$ cat config.mk
export PLATFORM = sky130hd
export DESIGN_NAME = sub_64bit_seq
export DESIGN_NICKNAME = d
export VERILOG_FILES = /design/src/rtl/sub64_pkg.sv /design/src/rtl/sub_chunk.sv /design/src/rtl/sub_64bit_seq.sv
export SDC_FILE = /design/constraint.sdc
export NUM_CORES = 1
export LEC_CHECK = 0
export CAP_MARGIN = 10
export CORE_MARGIN = 10
export CORE_UTILIZATION = 36
export CTS_CLUSTER_SIZE = 12
export DETAILED_ROUTE_END_ITERATION = 8
export SETUP_SLACK_MARGIN = 0.5
export SYNTH_ARGS = -nofsm -noshare
export SYNTH_HDL_FRONTEND = slang
export SYNTH_SLANG_ARGS = --single-unit
$ cat constraint.sdc
create_clock -name clk -period 6.55 [get_ports clk]
set_input_delay 0.9825 -clock clk [delete_from_list [all_inputs] [get_ports clk]]
set_output_delay 0.9825 -clock clk [all_outputs]
set_load 0.03 [all_outputs]
$ cat src/rtl/sub64_pkg.sv
// rtl/sub64_pkg.sv - shared types and sizing for the chunked 64-bit subtractor
package sub64_pkg;

  localparam int WIDTH_DEF   = 64;
  localparam int CHUNK_W_DEF = 16;
  localparam int NCHUNK_DEF  = WIDTH_DEF / CHUNK_W_DEF;

  typedef enum logic {
    IDLE = 1'b0,
    RUN  = 1'b1
  } state_t;

  function automatic int nchunk(input int width, input int chunk_w);
    return width / chunk_w;
  endfunction

  function automatic int cnt_width(input int n);
    return (n > 1) ? $clog2(n) : 1;
  endfunction

endpackage

$ cat src/rtl/sub_chunk.sv
// rtl/sub_chunk.sv - combinational CHUNK_W-bit subtractor slice with borrow in/out
module sub_chunk #(
  parameter int CHUNK_W = 16
) (
  input  logic [CHUNK_W-1:0] a,
  input  logic [CHUNK_W-1:0] b,
  input  logic               bin,
  output logic [CHUNK_W-1:0] d,
  output logic               bout
);

  // One extra bit catches the borrow as the sign of the widened difference.
  assign {bout, d} = {1'b0, a} - {1'b0, b} - {{CHUNK_W{1'b0}}, bin};

endmodule

$ cat src/rtl/sub_64bit_seq.sv
// rtl/sub_64bit_seq.sv - multi-cycle A - B - Bin, one CHUNK_W slice per clock
// The final slice is retired in IDLE so a held start keeps NCHUNK-cycle throughput.
module sub_64bit_seq
  import sub64_pkg::*;
#(
  parameter int WIDTH   = WIDTH_DEF,
  parameter int CHUNK_W = CHUNK_W_DEF
) (
  input  logic             clk,
  input  logic             rst_n,
  input  logic             start,
  input  logic [WIDTH-1:0] A,
  input  logic [WIDTH-1:0] B,
  input  logic             Bin,
  output logic             ready,
  output logic             done,
  output logic [WIDTH-1:0] Diff,
  output logic             Borrow,
  output logic             Zero,
  output logic             Ovf
);

  localparam int NCHUNK = nchunk(WIDTH, CHUNK_W);
  localparam int CNT_W  = cnt_width(NCHUNK);
  localparam int ACC_W  = WIDTH - CHUNK_W;

  state_t             state;
  logic [CNT_W-1:0]   cnt;
  logic [WIDTH-1:0]   a_q;
  logic [WIDTH-1:0]   b_q;
  logic               borrow_q;
  logic               fin;
  logic [ACC_W-1:0]   acc;

  logic [CHUNK_W-1:0] a_sl [NCHUNK];
  logic [CHUNK_W-1:0] b_sl [NCHUNK];
  logic [CHUNK_W-1:0] d;
  logic               bout;
  logic [WIDTH-1:0]   result;

  for (genvar i = 0; i < NCHUNK; i++) begin : g_slice
    assign a_sl[i] = a_q[i*CHUNK_W +: CHUNK_W];
    assign b_sl[i] = b_q[i*CHUNK_W +: CHUNK_W];
  end

  sub_chunk #(.CHUNK_W(CHUNK_W)) u_chunk (
    .a    (a_sl[cnt]),
    .b    (b_sl[cnt]),
    .bin  (borrow_q),
    .d    (d),
    .bout (bout)
  );

  // Completed slices shift in from the top so slice 0 ends at the bottom.
  assign result = {d, acc};
  assign ready  = (state == IDLE);

  always_ff @(posedge clk or negedge rst_n) begin
    if (!rst_n) begin
      state    <= IDLE;
      cnt      <= '0;
      a_q      <= '0;
      b_q      <= '0;
      borrow_q <= 1'b0;
      fin      <= 1'b0;
      acc      <= '0;
      done     <= 1'b0;
      Diff     <= '0;
      Borrow   <= 1'b0;
      Zero     <= 1'b0;
      Ovf      <= 1'b0;
    end else begin
      done <= 1'b0;
      case (state)
        IDLE: begin
          // Retire the top slice from the still-latched operands before any new accept lands.
          if (fin) begin
            fin    <= 1'b0;
            done   <= 1'b1;
            Diff   <= result;
            Borrow <= bout;
            Zero   <= (result == '0);
            Ovf    <= (a_q[WIDTH-1] != b_q[WIDTH-1]) && (d[CHUNK_W-1] != a_q[WIDTH-1]);
          end
          if (start) begin
            a_q      <= A;
            b_q      <= B;
            borrow_q <= Bin;
            cnt      <= '0;
            state    <= RUN;
          end
        end
        RUN: begin
          acc      <= ACC_W'({d, acc} >> CHUNK_W);
          borrow_q <= bout;
          cnt      <= cnt + CNT_W'(1);
          if (cnt == CNT_W'(NCHUNK - 2)) begin
            fin   <= 1'b1;
            state <= IDLE;
          end
        end
        default: state <= IDLE;
      endcase
    end
  end

endmodule
# Word-level counts from Yosys, hierarchy flattened
# Index checks and enable logic that the tools add are counted.
[word_totals]
wordCells = 44
register_bits = 249
[classes]
n_eq_ne = 5
n_lt_le_gt_ge = 1
bitwise = 2
n_reduce_logical = 4
n_mux = 17
n_addsub = 3
[ops]
columns = ["op", "n"]
rows = [
  ["binary-select mux 16 bit (select 2 bit)", 2],
  ["logical NOT 64 bit", 1],
  ["two-way mux 16 bit", 4],
  ["subtractor 16 x 16 -> 17 bit", 1],
  ["subtractor 17 x 1 -> 17 bit", 1],
  ["two-way mux 1 bit", 6],
  ["one-hot mux 1 bit (2 select lines)", 3],
  ["one-hot mux 2 bit (2 select lines)", 1],
  ["AND reduction 2 bit", 2],
  [">= comparator 3 bit (second input constant)", 1],
  ["NOT 2 -> 3 bit", 1],
  ["adder 2 x 1 -> 2 bit (second input constant)", 1],
  ["equality test 2 bit (second input constant)", 1],
  ["two-way mux 2 bit", 1],
  ["!= test 1 bit", 2],
  ["!= test 2 x 1 -> 1 bit (second input constant)", 1],
  ["!= test 2 bit (second input constant)", 1],
  ["logical AND 1 bit", 1],
  ["NOT 1 bit", 1],
]

# Depth between registers and ports, before layout
[depth]
depth_word = 8
ltp_mapped = 15

# By module
# From an unflattened synthesis, not the netlist that was laid out.
[unflattened]
cells_unflattened = 906
hier_area_um2 = 11262.1
[modules_own_cells]
columns = ["module", "cells_each", "n_inst", "area_each_um2"]
rows = [
  ["sub_64bit_seq", 741, 1, 10124.7],
  ["sub_chunk", 165, 1, 1137.3],
]

# Worst setup path before layout
# OpenSTA, ideal clock, no wires.
[synth_path]
path_kind = "register to register"
start = "register cnt[0]"
end = "register Zero"
path_buffers = 2
path_stages_with_launch = 13
synth_period_minus_slack_ps = 3960
arrival_ps = 3865
slack_ps = 2590
path_cell_list = "dfrtp_1 > buf_6 > buf_1 > mux4_2 > fa_1 > fa_1 > and3b_1 > o21ai_0 > o2111a_1 > or3_1 > and3_1 > o2111ai_1 > o31ai_1"
[synth_via]
elab_chain_cells = 7
[synth_lines]
columns = ["element", "line", "rtl"]
rows = [
  ["start: declaration", "sub_64bit_seq.sv:28", "logic [CNT_W-1:0] cnt;"],
  ["start signal: assignment", "sub_64bit_seq.sv:96", "cnt <= cnt + CNT_W'(1);"],
  ["NOT 2 -> 3 bit (implied by the code) (*)", "sub_64bit_seq.sv:47, sub_64bit_seq.sv:48", ""],
  ["binary-select mux 16 bit (select 2 bit), on equally long branches", "sub_64bit_seq.sv:47, sub_64bit_seq.sv:48", ""],
  ["two-way mux 16 bit, on equally long branches (2 in series)", "sub_64bit_seq.sv:47, sub_64bit_seq.sv:48", ""],
  ["subtractor 16 x 16 -> 17 bit (*)", "sub_chunk.sv:13", "assign {bout, d} = {1'b0, a} - {1'b0, b} - {{CHUNK_W{1'b0}}, bin};"],
  ["subtractor 17 x 1 -> 17 bit (*)", "sub_chunk.sv:13", ""],
  ["logical NOT 64 bit (*)", "sub_64bit_seq.sv:82", "Zero <= (result == '0);"],
  ["end signal: assignment", "sub_64bit_seq.sv:82", ""],
  ["end: declaration", "sub_64bit_seq.sv:19", "output logic Zero,"],
]
# Mark *: on every way between the ends. The rest lies on a longest branch, timed or not. The select of a mux whose other input is x is not followed.
# A chain may end at the register's enable or synchronous reset.

# Worst setup path in the final report
# Same ends and word-level chain as after synthesis.

==> results.json <==
{
  "fin_cells": 1527,
  "synthCells": 917,
  "cp-end-kind": "register",
  "syn_avg_cell_area_um2": 12.4,
  "dieHeight_um": 198,
  "area_growth_pct": 29.7,
  "drt_iter0_markers": 404,
  "worstPathCellList": "mux4_2, ha_1, inv_1, ha_1, nand2_1, o21ai_0, a2111oi_0, a31o_2, a311oi_1, o21bai_1, o31ai_1",
  "start_util_pct": 36.8,
  "drive_gt1_share_pct": 23.2,
  "synth_compound_area_share_pct": 4.43,
  "multi_input_area_mm2": 0.00472,
  "hold_viol": 0,
  "status": "finished, final reports clean",
  "cts_sinks": 249,
  "via_per_inst": 5.01,
  "r2r_setup_slack_ns": 1.93,
  "drc_errors": 0,
  "antenna_left": 0,
  "core_area_mm2": 0.0308,
  "synth.area.mux_share_pct": 23.7,
  "antenna_found_initial": 6,
  "worst_slew_pin_slew_ns": 1.03,
  "cts_buffer_depth": 3,
  "critical_path.most_common_cell": "ha_1",
  "yosys_warnings": 0,
  "layout.nets": 1272,
  "die_w_um": 198,
  "critPathKind": "reg2reg",
  "max_freq_mhz": 217,
  "synth.most_common_cell": "dfrtp_1",
  "min_path_type": "reg2reg",
  "clk_latency_ns": 0.53,
  "fillers": 2782,
  "htreeDepth": 1,
  "synth_nets": 1080,
  "r2r-start": "cnt[0]",
  "seq_area_mm2": 0.00623,
  "synthTopCellsByCount": "249 x dfrtp_1, 167 x nand2_1, 165 x mux2_2",
  "synth-simple-area-share_pct": 9.13,
  "async_flop_share_pct": 100,
  "synth-adder-area-share_pct": 3.55,
  "place_congestion": 0.872,
  "hold_depth": 2,
  "io_buffers": 200,
  "slowest_delay_ns": 0.94,
  "grt_pass1_vias": 8055,
  "synth_xor_xnor_area_share_pct": 0.695,
  "drt_wl_total_mm": 29.9,
  "synth.largest_area_cell": "dfrtp_1",
  "synth_seq_cells": 249,
  "ys_types": 53,
  "setup_violations": 0,
  "detail_route.first_pass.iterations": 4,
  "worstReg2RegEnd": "Zero",
  "dp.cells": 1475,
  "grt_pass1_wl_mm": 47.2,
  "critPathMaxFanout": 27,
  "ctsHoldBuffers": 0,
  "cts_tree": "yes",
  "worstHoldStart": "Diff[25]",
  "cts_setup_buffers": 0,
  "rsz0062_at_grt": "no",
  "maxSlewHeadroom_pct": 31.4,
  "grt_max_degree": 134,
  "period_share_pct": 70.5,
  "wire_per_inst_um": 19.6,
  "report.final.slew_viol_count": 0,
  "startpoint_type": "register",
  "period_minus_slack_ns": 4.62,
  "num_rows": 64,
  "path_clk_slew_ns": 0.06,
  "synth_area_leaders": "dfrtp_1 55%, mux2_2 16%, mux4_2 6.4%",
  "yosysSeqAreaShare_pct": 54.9,
  "synth-edff-count": 0,
  "worstPathRequired_ns": 6.96,
  "clock_skew_ns": 0.00681,
  "synth_ff_type": "dfrtp_1",
  "drv_cap": 0,
  "synth_area_mm2": 0.0113,
  "overflow": 0,
  "cts_buffers": 28,
  "setup_tns_ns": 0,
  "io_pins": 201,
  "worst_r2r_path_depth": 11,
  "synth_top_family_by_area": "multiplexers",
  "cts-resized-gates": 0,
  "slowest_stage": "dfrtp_2",
  "synth.top_cell.area_share_pct": 54.9,
  "grt_usage_pct": 15.2,
  "arrival_ns": 5.02,
  "dieArea_mm2": 0.0390,
  "cts_root_buf": "clkbuf_16",
  "min_to": "Diff[25]",
  "vias": 7649,
  "dp_hpwl_mm": 22.1
}
-- cell families after synthesis --
| kind of cell | count (synthesis) |
|---|---|
| AND/OR/NAND/NOR | 235 |
| buffers and inverters | 105 |
| flip-flops | 249 |
| XOR/XNOR | 9 |
| AO/OA/AOI/OAI | 80 |
| adder cells (fa/ha/maj) | 31 |
| multiplexers | 208 |
-- registers in the layout, indices dropped and copies added (netlist names), 2 cells and up --
register and flops:
b_q 64, acc 48, cnt 2, a_q 64
Diff 64
-- per-stage QoR --
stage / cell area, µm² / hold WS (ns) / util, % / setup WS [ns]
after floorplan: 11300 / 0.457 / - / 2.59
after detailed placement: 13700 / 0.461 / 44.6 / 1.93
final: 14700 / 0.469 / 47.7 / 1.93
after global routing: 14700 / 0.488 / 47.7 / 1.53
after CTS: 14700 / 0.476 / 47.7 / 1.90
after global placement: 13700 / 0.460 / 44.6 / 1.97
-- worst max path at each step --
stage | end | from
after global routing | Ovf | cnt[0]
after CTS | Zero | cnt[0]
after global placement | Zero | cnt[0]
final | Zero | cnt[0]
after floorplan | Zero | cnt[0]
after detailed placement | Ovf | cnt[0]
-- layout by cell type, fill, tap and decap left out, types with 15 or more instances in the layout --
cell type / n
a21oi_1: 15
clkbuf_16: 29
clkdlybuf4s50_1: 199
dfrtp_1: 246
ha_1: 29
inv_1: 59
mux2_2: 165
mux4_2: 32
nand2_1: 166
o21ai_0: 32
-- final cells by class --
type	count	area share [%]
sequential	249	42.4
multi-input combinational	563	32.1
timing repair buffer	207	14.1
clock buffer	40	5.69
tap	396	3.37
inverter	60	1.53
clock inverter	9	0.842
antenna	3	0.0510
-- per-layer routing --
metal / global-route usage [%] / up-vias / wire length [µm]
li1: - / 3600 / -
met1: 20.5 / 3820 / 13600
met2: 24.1 / 182 / 13900
met3: 3.94 / 41 / 1890
met4: 3.62 / 6 / 549
met5: 0 / - / 41
-- worst max-delay path: cells and delay by family (launching register included) --
kind                       cells  cell delay, ns
AOI/OAI and AO/OA              6            2.02
adders and majority gates      2            0.74
buffers and inverters          1            0.04
DFF                            1            0.94
muxes                          1            0.62
and+or+nand+nor                1            0.10
Power is not shown: default switching activity piles up to over one toggle a cycle in this logic, so the estimate is an artifact.
